[config.mk]
export PLATFORM = sky130hd
export DESIGN_NAME = zx_bank_mapper
export DESIGN_NICKNAME = d
export VERILOG_FILES = /design/src/rtl/zx_bus_pkg.sv /design/src/rtl/zx_debounce.sv /design/src/rtl/zx_bank_mapper.sv
export SDC_FILE = /design/constraint.sdc
export NUM_CORES = 1
export LEC_CHECK = 0
export ABC_AREA = 1
export CAP_MARGIN = 30
export CORE_MARGIN = 1
export CORE_UTILIZATION = 23
export CTS_CLUSTER_SIZE = 20
export DETAILED_ROUTE_END_ITERATION = 6
export GPL_TIMING_DRIVEN = 0
export PLACE_DENSITY = 0.71
export SLEW_MARGIN = 0
export SYNTH_ARGS = -nofsm -noshare
export SYNTH_HDL_FRONTEND = slang
export SYNTH_SLANG_ARGS = --single-unit
[constraint.sdc]
create_clock -name clk_cpu -period 3.1 [get_ports clk_cpu]
set_input_delay 0.775 -clock clk_cpu [delete_from_list [all_inputs] [get_ports clk_cpu]]
set_output_delay 0.775 -clock clk_cpu [all_outputs]
set_load 0.05 [all_outputs]
[src/rtl/zx_bus_pkg.sv]
// Shared Z80 bus definitions for the Spectrum bank mapper: bus-cycle decode,
// memory regions, fixed banks, IO port constants and paging-register fields.
package zx_bus_pkg;

  typedef enum logic [2:0] {
    IDLE,
    MEM_RD,
    MEM_WR,
    IO_RD,
    IO_WR
  } bus_cycle_e;

  localparam logic [1:0] REGION_ROM   = 2'd0;
  localparam logic [1:0] REGION_LOW   = 2'd1;
  localparam logic [1:0] REGION_MID   = 2'd2;
  localparam logic [1:0] REGION_PAGED = 2'd3;

  localparam int unsigned BANK_LOW = 5;
  localparam int unsigned BANK_MID = 2;

  // 0x7FFD is only partially decoded: A[15]=0 and A[1]=0 select it.
  localparam logic [15:0] PAGE_PORT_MASK = 16'h8002;
  localparam logic [7:0]  KEMPSTON_PORT  = 8'h1F;

  localparam int unsigned PG_BANK_LSB = 0;
  localparam int unsigned PG_SCREEN   = 3;
  localparam int unsigned PG_ROM      = 4;
  localparam int unsigned PG_LOCK     = 5;
  localparam int unsigned PG_BANK3    = 6;
  localparam int unsigned PG_BANK4    = 7;

  function automatic bus_cycle_e bus_decode(input logic n_iorq, input logic n_rd,
                                            input logic n_wr);
    bus_cycle_e cyc;
    cyc = IDLE;
    case ({n_iorq, n_rd, n_wr})
      3'b101:  cyc = MEM_RD;
      3'b110:  cyc = MEM_WR;
      3'b001:  cyc = IO_RD;
      3'b010:  cyc = IO_WR;
      default: cyc = IDLE;
    endcase
    return cyc;
  endfunction

endpackage

[src/rtl/zx_debounce.sv]
// Per-line 2-flop synchroniser plus stability counter; a line's filtered value
// follows the synchronised value only after DEBOUNCE_CYCLES cycles of disagreement.
module zx_debounce #(
  parameter int unsigned WIDTH           = 5,
  parameter int unsigned DEBOUNCE_CYCLES = 64
) (
  input  logic             i_clk,
  input  logic             i_rst,
  input  logic [WIDTH-1:0] i_raw,
  output logic [WIDTH-1:0] o_filt
);

  localparam int unsigned CNT_W = (DEBOUNCE_CYCLES > 2) ? $clog2(DEBOUNCE_CYCLES) : 1;

  logic [WIDTH-1:0] r_sync1;
  logic [WIDTH-1:0] r_sync2;
  logic [WIDTH-1:0] r_filt;
  logic [CNT_W-1:0] r_cnt [WIDTH];

  always_ff @(posedge i_clk or posedge i_rst) begin
    if (i_rst) begin
      r_sync1 <= '0;
      r_sync2 <= '0;
      r_filt  <= '0;
      for (int i = 0; i < int'(WIDTH); i++) r_cnt[i] <= '0;
    end else begin
      r_sync1 <= i_raw;
      r_sync2 <= r_sync1;
      for (int i = 0; i < int'(WIDTH); i++) begin
        if (r_sync2[i] == r_filt[i]) begin
          r_cnt[i] <= '0;
        end else if (r_cnt[i] == CNT_W'(DEBOUNCE_CYCLES - 1)) begin
          r_filt[i] <= r_sync2[i];
          r_cnt[i]  <= '0;
        end else begin
          r_cnt[i] <= r_cnt[i] + CNT_W'(1);
        end
      end
    end
  end

  assign o_filt = r_filt;

endmodule

[src/rtl/zx_bank_mapper.sv]
// 128K-style bank mapper: 0x7FFD paging, bank-extended addresses, chip selects
// and CPU read mux. Define ZX_KEMPSTON_EN to include the debounced port 0x1F.
module zx_bank_mapper
  import zx_bus_pkg::*;
#(
  parameter int unsigned RAM_BANKS       = 8,
  parameter int unsigned ROM_BANKS       = 2,
  parameter int unsigned DEBOUNCE_CYCLES = 64,
  localparam int unsigned BANK_W         = $clog2(RAM_BANKS)
) (
  input  logic               clk_cpu,
  input  logic               reset,
  input  logic [15:0]        A,
  input  logic [7:0]         D_in,
  input  logic               nIORQ,
  input  logic               nRD,
  input  logic               nWR,
  input  logic [7:0]         rom_q,
  input  logic [7:0]         ram_q,
  input  logic [7:0]         ula_data,
  input  logic [4:0]         kempston,
  output logic [13+BANK_W:0] mem_addr,
  output logic               rom_cs,
  output logic               ram_cs,
  output logic               ram_we,
  output logic               screen_bank7,
  output logic [7:0]         bus_data,
  output logic               bus_oe,
  output logic               page_locked
);

  bus_cycle_e        w_cyc;
  logic [1:0]        w_region;
  logic              w_is_rom;
  logic              w_mem;
  logic              w_port_wr;
  logic [4:0]        w_bank_full;
  logic              w_rom_bank;
  logic [BANK_W-1:0] w_bank;
  logic [4:0]        w_joy;

  logic [BANK_W-1:0] r_page_bank;
  logic              r_screen;
  logic              r_rom_sel;
  logic              r_locked;
  logic              r_wr_prev;

  assign w_cyc     = bus_decode(nIORQ, nRD, nWR);
  assign w_region  = A[15:14];
  assign w_is_rom  = (w_region == REGION_ROM);
  assign w_mem     = (w_cyc == MEM_RD) || (w_cyc == MEM_WR);
  assign w_port_wr = (w_cyc == IO_WR) && ((A & PAGE_PORT_MASK) == 16'h0000);

  // Bank bits 3/4 live in D[6]/D[7]; the cast drops those a smaller RAM ignores.
  assign w_bank_full = {D_in[PG_BANK4], D_in[PG_BANK3], D_in[PG_BANK_LSB +: 3]};

  // Paging register: only the rising edge of the port-write condition updates it.
  always_ff @(posedge clk_cpu or posedge reset) begin
    if (reset) begin
      r_page_bank <= '0;
      r_screen    <= 1'b0;
      r_rom_sel   <= 1'b0;
      r_locked    <= 1'b0;
      r_wr_prev   <= 1'b0;
    end else begin
      r_wr_prev <= w_port_wr;
      if (w_port_wr && !r_wr_prev && !r_locked) begin
        r_page_bank <= BANK_W'(w_bank_full);
        r_screen    <= D_in[PG_SCREEN];
        r_rom_sel   <= D_in[PG_ROM];
        r_locked    <= D_in[PG_LOCK];
      end
    end
  end

  assign w_rom_bank = (ROM_BANKS > 1) ? r_rom_sel : 1'b0;

  always_comb begin
    w_bank = r_page_bank;
    unique case (w_region)
      REGION_ROM: w_bank = BANK_W'(w_rom_bank);
      REGION_LOW: w_bank = BANK_W'(BANK_LOW);
      REGION_MID: w_bank = BANK_W'(BANK_MID);
      default:    w_bank = r_page_bank;
    endcase
  end

  assign mem_addr     = {w_bank, A[13:0]};
  assign rom_cs       = w_mem && w_is_rom;
  assign ram_cs       = w_mem && !w_is_rom;
  assign ram_we       = (w_cyc == MEM_WR) && !w_is_rom;
  assign screen_bank7 = r_screen;
  assign page_locked  = r_locked;

`ifdef ZX_KEMPSTON_EN
  zx_debounce #(
    .WIDTH           (5),
    .DEBOUNCE_CYCLES (DEBOUNCE_CYCLES)
  ) u_joy (
    .i_clk  (clk_cpu),
    .i_rst  (reset),
    .i_raw  (~kempston),
    .o_filt (w_joy)
  );
`else
  logic w_unused_kempston;
  assign w_unused_kempston = ^{kempston, DEBOUNCE_CYCLES[0]};
  assign w_joy = 5'b0;
`endif

  always_comb begin
    bus_data = 8'hFF;
    bus_oe   = 1'b0;
    if (w_cyc == MEM_RD) begin
      bus_oe   = 1'b1;
      bus_data = w_is_rom ? rom_q : ram_q;
    end else if (w_cyc == IO_RD) begin
      bus_oe   = 1'b1;
      bus_data = ula_data;
`ifdef ZX_KEMPSTON_EN
      if (A[7:0] == KEMPSTON_PORT) bus_data = {3'b000, w_joy};
`endif
    end
  end

endmodule

==> results of run 1 <==
per-layer routing:
| layer | wire, um | vias up | share of wire [%] | global-route usage, % |
|---|---|---|---|---|
| met4 | 28 | 0 | 1.2 | 4.18 |
| met3 | 162 | 4 | 6.8 | 3.40 |
| met2 | 1230 | 41 | 51 | 27.2 |
| met5 | 0 | - | 0 | 0 |
| met1 | 972 | 429 | 41 | 16.6 |
| li1 | - | 500 | - | - |
sequential cells by signal (all words and copies together) (netlist names):
name	cells
r_rom_sel	1
r_page_bank	3
screen_bank7	1
r_wr_prev	1
page_locked	1
report_power, final:
| group | leakage (nW) | internal, mW | total, mW | switching, mW |
|---|---|---|---|---|
| clock network | 0.0150 | 0.0491 | 0.0821 | 0.0330 |
| logic | 0.583 | 0.0871 | 0.203 | 0.116 |
| registers | 0.0925 | 0.0918 | 0.0918 | 0.0000458 |
per-stage QoR:
step / setup slack (ns) / cells / instance area, um^2
finish: 0.117 / 220 / 1400
global route: 0.0129 / 220 / 1400
CTS: 0.00145 / 220 / 1460
detailed placement: -0.422 / 216 / 1430
global placement: -0.412 / 216 / 1430
floorplan: 0.398 / 117 / 706
worst register-to-register path, stage by stage, from the launching register on:
cell and delay (ns):
dfrtp_1 0.39, nor2_1 0.35, nand3_2 0.18, nand2_1 0.09
nand2_1 0.05
area by class of cell:
cell class,instances,area [um^2],area share [%]
timing repair buffer,68,628,44.9
multi-input combinational,85,380,27.2
sequential,7,175,12.5
buffer,15,113,8.05
tap,31,38.8,2.77
inverter,10,37.5,2.68
clock buffer,4,26.3,1.88
kinds of logic after synthesis:
group                  count (synthesis)  share of synthesized area [%]
and+or+nand+nor                       74                           46.1
buffers and inverters                 25                           21.3
AOI/OAI and AO/OA                     11                           7.80
DFF                                    7                           24.8
timing repair:
action / CTS / global route
gates resized for setup: 35 / 25
endpoints found under the setup margin: 15 / 11
pin swaps: 0 / 0
gates cloned: 0 / 0
hold buffers: 0 / 0
cells in the mapped netlist:
cell type | n | area share [%]
nor2_1 | 7 | 3.7
nor2_2 | 2 | 1.8
a21oi_1 | 11 | 7.8
buf_4 | 15 | 16
nand3_2 | 1 | 1.4
nor2_4 | 2 | 3.2
dfrtp_1 | 7 | 25
nand2_2 | 1 | 0.89
inv_2 | 4 | 2.1
nand3_1 | 1 | 0.71
nor4_1 | 1 | 0.89
inv_1 | 6 | 3.2
nand4_1 | 6 | 5.3
nand2_1 | 53 | 28
worst paths after layout:
| check | endpoint | cells after the start | from |
|---|---|---|---|
| worst max-delay path | mem_addr[1] | 3 | A[1] |
| worst min-delay path | r_rom_sel | 2 | r_rom_sel |
| worst max register to register | screen_bank7 | 4 | page_locked |
| worst min register to register | r_rom_sel | 2 | r_rom_sel |
| max in group asynchronous | screen_bank7 | 2 | reset |
| min in group asynchronous | r_page_bank[2] | 2 | reset |
==> reports/qor.yml, run 1 <==
outcome:
  violations: "DRC"
  status: "complete, but fails checks"
logic_synthesis:
  synth_cell_type_count: 14
  synth_nets: 175
  synth-seq-cells: 7
  synth.avg_cell_area_um2: 6.03
  ys_warn_count: 0
  synthCells: 117
  netlist_area_um2: 706
  seq_area_frac_synth_pct: 24.8
sta:
  fin_hold_ws_ns: 0.466
  relSlewSlack_pct: 66.1
  finalSetupViolations: 0
  max_freq_mhz: 335
  finalCriticalPeriod_ns: 2.98
  finalSetupTns_ns: 0
  final_max_slew_viol_count: 0
  post-route-period-util_pct: 96.2
  hold_viol: 0
  skew_ns: 0.00317
  tightest_slew_ns: 0.507
  rsz0062_at_grt: "no"
critical_path:
  r2r_slack_ns: 1.93
  cp_num_buf_inv: 3
  cpMaxStageDelayCell: "clkdlybuf4s50_1"
  cp-end-kind: "output port"
  required_ns: 2.32
  crit_chain: "clkdlybuf4s50_1, buf_4, clkdlybuf4s50_1"
  cp_slowest_stage_delay_ns: 0.78
  crit_type: "primary input to output port"
  startpoint_type: "primary input"
  crit_arrival_ns: 2.21
  worst_path_most_repeated_cell: "clkdlybuf4s50_1"
  cp_top_family: "buffers and inverters"
  cp_max_fo: 3
clock_tree:
  worstSkewPairLatency_ns: 0.25
  clkSinkCount: 7
  clk_pin_slew_ns: 0.05
  cts_setup_buffers: 0
  clk_path_buf_depth: 2
  numCtsBuffers: 3
  cts_root_buffer: "clkbuf_4"
  cts_tree: "done"
  h-tree-depth: 1
layout:
  utilization_pct: 49.4
  antenna_cells: 0
  syn_to_final_growth_pct: 98.2
  final_cell_mix: "nand2_1, clkdlybuf4s50_1, buf_4, a21oi_1"
  fillers: 299
  drive_gt1_share_pct: 20.6
  nets: 248
placed_design:
  place_congestion: 0.753
  dp_hpwl_um: 1990
  numPortBuffers: 68
global_routing:
  grt_pass1_wl_um: 3800
  grt_pass1_vias: 936
  grt_max_degree: 11
  track_usage_pct: 14.7
  grt_overflow: 0
  grt_antenna_before_repair: 0
floorplan:
  fp.dieW_um: 57.4
  rows: 19
  io_pins: 89
  die_area_um2: 3290
  core_um2: 2830
  dieHeight_um: 57.4
  start_util_pct: 24.9
route:
  drc_errors: 4
  antenna_left: 0
  first_iter_violations: 40
  wl_um: 2400
  drtPass1Iterations: 6
  vias: 974
  via_per_inst: 4.43
  routedWlPerCell_um: 10.9
power:
  total_power_uw: 377
  p_leak_nw: 0.690
  peakVddDrop_uv: 110
  powerDensity_nw_per_um2: 269
min_path:
  hp-class: "flop to flop"
flow_run:
  max_cap_violations: 0
No activity file was read; power rests on OpenSTA's default activity.
==> run 2: changes to the inputs <==
RECOVER_POWER = 50   (was unset)
==> run 2 against run 1 <==
  * The run still ends with DRC left
  * Maximum frequency rose by 0.87%
  * Clock skew is essentially flat
  * Sequential cell count stayed put
  * Count of clock-buffer cells in the layout unchanged
  * Global-route usage unchanged
  * Worst setup slack better by 0.026 ns
  * Largest power group unchanged
  * Highest routed layer unchanged
==> reports/qor.yml, run 2 (same netlist as run 1, synthesis figures left out) <==
outcome:
  status: "complete, but fails checks"
  violations: "DRC"
layout:
  fillers: 301  # +0.67%
  layout_commonest_cell: "nand2_1"
  regArea_um2: 175  # unchanged
  nets: 248  # unchanged
  stdcell_count: 220  # unchanged
  finalInstanceArea_um2: 1390  # -0.54%
  utilization_pct: 49.2  # -0.27 points
  top_register: "r_page_bank"
  syn_to_final_growth_pct: 97.2
  antenna_cells: 0  # unchanged
  multi_input_area_um2: 373  # -2.0%
  largest_reg_flops: 3  # unchanged
  final_cell_mix: "nand2_1, clkdlybuf4s50_1, buf_4, a21oi_1, dlygate4sd3_1"
  drive_gt1_share_pct: 19.6  # -1.1 points
route:
  routedWlPerCell_um: 10.9  # +0.17%
  drtPass1Iterations: 6  # unchanged
  first_iter_violations: 39  # -2.5%
  via_per_inst: 4.40  # -0.51%
  vias: 969  # -0.51%
  antenna_left: 0  # unchanged
  drc_errors: 4  # unchanged
  wl_um: 2400  # +0.17%
placed_design:
  dp_slack_ns: -0.422  # unchanged
  numPortBuffers: 68  # unchanged
  place_congestion: 0.753  # unchanged
  place_inst: 216  # unchanged
  dp_hpwl_um: 1990  # unchanged
  dpl_cell_area_um2: 1430  # unchanged
global_routing:
  use_met2_pct: 27.2  # unchanged
  grt_antenna_before_repair: 0  # unchanged
  track_usage_pct: 14.7  # unchanged
  grt_overflow: 0  # unchanged
  top_usage_layer: "met2"
  grt_use_met1_pct: 16.6  # unchanged
  grt_pass1_wl_um: 3800  # unchanged
  grt_max_degree: 11  # unchanged
  globalRouteMet3Util_pct: 3.40  # unchanged
  grt_pass1_vias: 936  # unchanged
power:
  total_power_uw: 373  # -0.88%
  p_leak_nw: 0.693  # +0.35%
  peakVddDrop_uv: 110  # about the same
  powerDensity_nw_per_um2: 268  # -0.35%
floorplan:
  rows: 19  # unchanged
  die_area_um2: 3290  # unchanged
  core_um2: 2830  # unchanged
  io_pins: 89  # unchanged
  start_util_pct: 24.9  # unchanged
  dieHeight_um: 57.4  # unchanged
  fp.dieW_um: 57.4  # unchanged
clock_tree:
  clk_pin_slew_ns: 0.05  # about the same
  clkSinkCount: 7  # unchanged
  cts_root_buffer: "clkbuf_4"
  clk_path_buf_depth: 2  # unchanged
  numCtsBuffers: 3  # unchanged
  worstSkewPairLatency_ns: 0.25  # about the same
  cts_tree: "done"
  h-tree-depth: 1  # unchanged
  cts_setup_buffers: 0  # unchanged
  cts_hold_buf: 0  # unchanged
sta:
  final_max_slew_viol_count: 0  # unchanged
  skew_ns: 0.00331  # +0.000147 ns
  hold_viol: 0  # unchanged
  max_freq_mhz: 338  # +0.87%
  finalSetupTns_ns: 0  # unchanged
  finalCriticalPeriod_ns: 2.96  # -0.0258 ns
  relSlewSlack_pct: 65.5  # -0.54 points
  final.setup.worst_slack_ns: 0.142  # +0.0258 ns
  rsz0062_at_grt: "no"
  fin_hold_ws_ns: 0.465  # -0.000190 ns
  tightest_slew_ns: 0.516  # +0.00802 ns
  post-route-period-util_pct: 95.4  # -0.83 points
  finalSetupViolations: 0  # unchanged
critical_path:
  cp_max_fo: 10  # +7
  cpMaxStageDelayCell: "clkdlybuf4s50_1"
  required_ns: 2.32  # about the same
  worst_path_most_repeated_cell: "nand2_1"
  crit_type: "primary input to output port"
  cp-end-kind: "output port"
  startpoint_type: "primary input"
  crit_chain: "clkdlybuf4s50_1, nor2_2, buf_4, nand2_1, nand2_1, nand2_1, nand2_1, buf_2"
  cp_slowest_stage_delay_ns: 0.54  # -0.24 ns
  crit_arrival_ns: 2.18  # -0.03 ns
min_path:
  hp-class: "flop to flop"
flow_run:
  max_cap_violations: 0  # unchanged
[run 2: changes by cell type in the layout (fill, tap and decap cells not counted)]
cell and delta:
nor2_2 -1, nor2_1 +1, dlygate4sd3_1 +9, nand3_1 +1, clkdlybuf4s50_1 -9, nand3_2 -1
[run 2: cell type report]
cell class | count | share of cell area, %
Multi-Input combinational cell | 85 | 26.8
Sequential cell | 7 | 12.6
Inverter | 10 | 2.70
Timing Repair Buffer | 68 | 45.1
Tap cell | 31 | 2.79
Clock buffer | 4 | 1.89
Buffer | 15 | 8.09
[run 2: critical path, delay by kind of cell]
kind | cells | cell delay (ns)
AND/OR/NAND/NOR | 5 | 0.41
buffers and inverters | 3 | 0.99
[run 2: final timing paths]
kind | endpoint | start | cells past startpoint | slack [ns]
max in group asynchronous | screen_bank7 | reset | 2 | 2.01
min in group asynchronous | r_page_bank[2] | reset | 2 | 0.89
max | bus_data[7] | A[15] | 8 | 0.14
min | r_rom_sel | r_rom_sel | 2 | 0.47
min reg2reg | r_rom_sel | r_rom_sel | 2 | 0.47
max reg2reg | screen_bank7 | page_locked | 4 | 1.85
[run 2: metal layers]
layer / vias up / wire length, um
li1: 499 / -
met1: 430 / 994
met2: 38 / 1240
met3: 2 / 155
met4: 0 / 13
met5: - / 0
[run 2: where the power goes]
part | internal [mW] | total [mW] | leakage [nW] | switching [mW]
Clock | 0.0490 | 0.0813 | 0.0150 | 0.0323
Sequential | 0.0918 | 0.0918 | 0.0925 | 0.0000462
Combinational | 0.0852 | 0.200 | 0.585 | 0.115
Total | 0.226 | 0.373 | 0.693 | 0.147
[run 2: timing repair]
action / CTS / global route
pin swaps: 0 / 0
gates resized for setup: 35 / 25
hold endpoints to repair: 0 / 0
endpoints found under the setup margin: 15 / 11
==> run 3: changes to the inputs <==
CORE_MARGIN = 5   (was 1)
==> run 3 against run 2 <==
  * The run now ends clean
  * Global-route usage down 2.9 points
  * Critical path type unchanged
  * Sequential share of layout area is essentially flat
  * Sequential power is essentially flat
  * Critical endpoint is now mem_addr[1]
  * Worst setup slack is essentially flat
  * Cell area is 0.36% lower
  * Total power fell by 0.47%
  * Via count is 3.1% lower
  * Count of clock-buffer cells in the layout unchanged
  * Maximum frequency about the same
  * Highest routed layer unchanged
  * Routed wire length grew 5.8%
==> reports/qor.yml, run 3 (same netlist as run 1, synthesis figures left out) <==
sta:
  rsz0062_at_grt: "no"
  relSlewSlack_pct: 65.8  # +0.27 points
  tightest_slew_ns: 0.512  # -0.00399 ns
  max_freq_mhz: 338  # about the same
  post-route-period-util_pct: 95.4  # about the same
  final.setup.worst_slack_ns: 0.143  # +0.000188 ns
  finalSetupViolations: 0  # unchanged
  hold_viol: 0  # unchanged
  finalCriticalPeriod_ns: 2.96  # -0.000188 ns
  skew_ns: 0.00231  # -0.00100 ns
  final_max_slew_viol_count: 0  # unchanged
global_routing:
  use_met2_pct: 20.1  # -7.1 points
  grt_use_met1_pct: 14.0  # -2.5 points
  grt_max_degree: 11  # unchanged
  top_usage_layer: "met2"
  grt_antenna_before_repair: 0  # unchanged
  globalRouteMet3Util_pct: 3.76  # +0.36 points
  track_usage_pct: 11.7  # -2.9 points
  grt_pass1_wl_um: 3920  # +3.1%
  grt_pass1_vias: 886  # -5.3%
  grt_overflow: 0  # unchanged
route:
  first_iter_violations: 9  # -77%
  via_per_inst: 4.23  # -4.0%
  vias: 939  # -3.1%
  drc_errors: 0  # -4
  wl_um: 2540  # +5.8%
  routedWlPerCell_um: 11.4  # +4.8%
  drtPass1Iterations: 2  # -4
  antenna_left: 0  # unchanged
clock_tree:
  numCtsBuffers: 3  # unchanged
  cts_tree: "done"
  clkSinkCount: 7  # unchanged
  cts_root_buffer: "clkbuf_4"
  worstSkewPairLatency_ns: 0.25  # about the same
  clk_path_buf_depth: 2  # unchanged
  cts_setup_buffers: 0  # unchanged
  h-tree-depth: 1  # unchanged
  clk_pin_slew_ns: 0.05  # about the same
  cts_hold_buf: 0  # unchanged
layout:
  fillers: 322  # +7.0%
  final_cell_mix: "nand2_1, clkdlybuf4s50_1, buf_4, a21oi_1, buf_2"
  antenna_cells: 0  # unchanged
  finalInstanceArea_um2: 1390  # -0.36%
  stdcell_count: 222  # +0.91%
  syn_to_final_growth_pct: 96.5
  drive_gt1_share_pct: 19.6  # unchanged
  top_register: "r_page_bank"
  largest_reg_flops: 3  # unchanged
  nets: 248  # unchanged
  layout_commonest_cell: "nand2_1"
floorplan:
  die_area_um2: 4280  # +30%
  start_util_pct: 23.5  # -1.4 points
  rows: 20  # +1
  io_pins: 89  # unchanged
  core_um2: 3000  # +6.1%
  fp.dieW_um: 65.4  # +14%
  dieHeight_um: 65.4  # +14%
min_path:
  hp-class: "flop to flop"
critical_path:
  startpoint_type: "primary input"
  cp-end-kind: "output port"
  required_ns: 2.32  # about the same
  cp_max_fo: 3  # -7
  crit_arrival_ns: 2.18  # about the same
  r2r_slack_ns: 1.85  # about the same
  crit_type: "primary input to output port"
placed_design:
  place_congestion: 0.729  # -3.3%
  dpl_cell_area_um2: 1430  # +0.18%
  numPortBuffers: 68  # unchanged
  place_inst: 218  # +0.93%
  dp_slack_ns: -0.409  # +0.0133 ns
  dp_hpwl_um: 2130  # +7.1%
outcome:
  status: "completed"
power:
  total_power_uw: 372  # -0.47%
  powerDensity_nw_per_um2: 268  # -0.11%
  peakVddDrop_uv: 118  # +7.7%
  p_leak_nw: 0.688  # -0.68%
flow_run:
  max_cap_violations: 0  # unchanged
==> run 3: changes by cell type in the layout (fill, tap and decap cells not counted) <==
cell / before / now
buf_2: 7 / 10
clkbuf_4: 6 / 3
==> run 3: power by group <==
part | leakage, nW | switching (mW) | internal [mW] | total (mW)
Combinational | 0.580 | 0.114 | 0.0841 | 0.199
Clock | 0.0150 | 0.0322 | 0.0490 | 0.0812
Sequential | 0.0925 | 0.0000494 | 0.0918 | 0.0918
Total | 0.688 | 0.147 | 0.225 | 0.372
==> run 3: timing repair <==
item	CTS	global route
gates resized for setup	35	22
cloned	0	0
setup endpoints to repair	15	11
==> run 3: layout make-up <==
cell class	count	area (um^2)	share of cell area, %
Timing Repair Buffer	68	621	44.8
Multi-Input combinational cell	85	373	26.9
Sequential cell	7	175	12.6
Buffer	15	113	8.12
Tap cell	33	41.3	2.98
Inverter	10	37.5	2.71
Clock buffer	4	26.3	1.90
==> run 3: per-stage QoR <==
stage                     hold slack, ns  util, %  setup TNS [ns]
after floorplan                    0.442        -               0
after global placement             0.458     47.5           -4.61
final                              0.473     46.2               0
after CTS                          0.478     48.6               0
after global routing               0.510     46.2               0
after detailed placement           0.463     47.5           -4.53
==> run 3: metal layers <==
layer  wire, um  share of wire (%)  vias to the layer above
li1           -                  -                      499
met1       1010                 40                      404
met2       1340                 53                       32
met3        161                6.3                        4
met4         28                1.1                        0
met5          0                  0                        -
==> run 3: final timing paths <==
| check | cells past startpoint | endpoint | from |
|---|---|---|---|
| hold / removal | 2 | screen_bank7 | screen_bank7 |
| setup / recovery | 3 | mem_addr[1] | A[1] |
| setup reg to reg | 4 | screen_bank7 | page_locked |
| hold reg to reg | 2 | screen_bank7 | screen_bank7 |
| min in group asynchronous | 2 | r_page_bank[0] | reset |
| max in group asynchronous | 2 | r_wr_prev | reset |
==> run 3: critical path, stage by stage <==
cell and delay [ns]:
clkdlybuf4s50_1 0.50, buf_4 0.11, clkdlybuf4s50_1 0.79
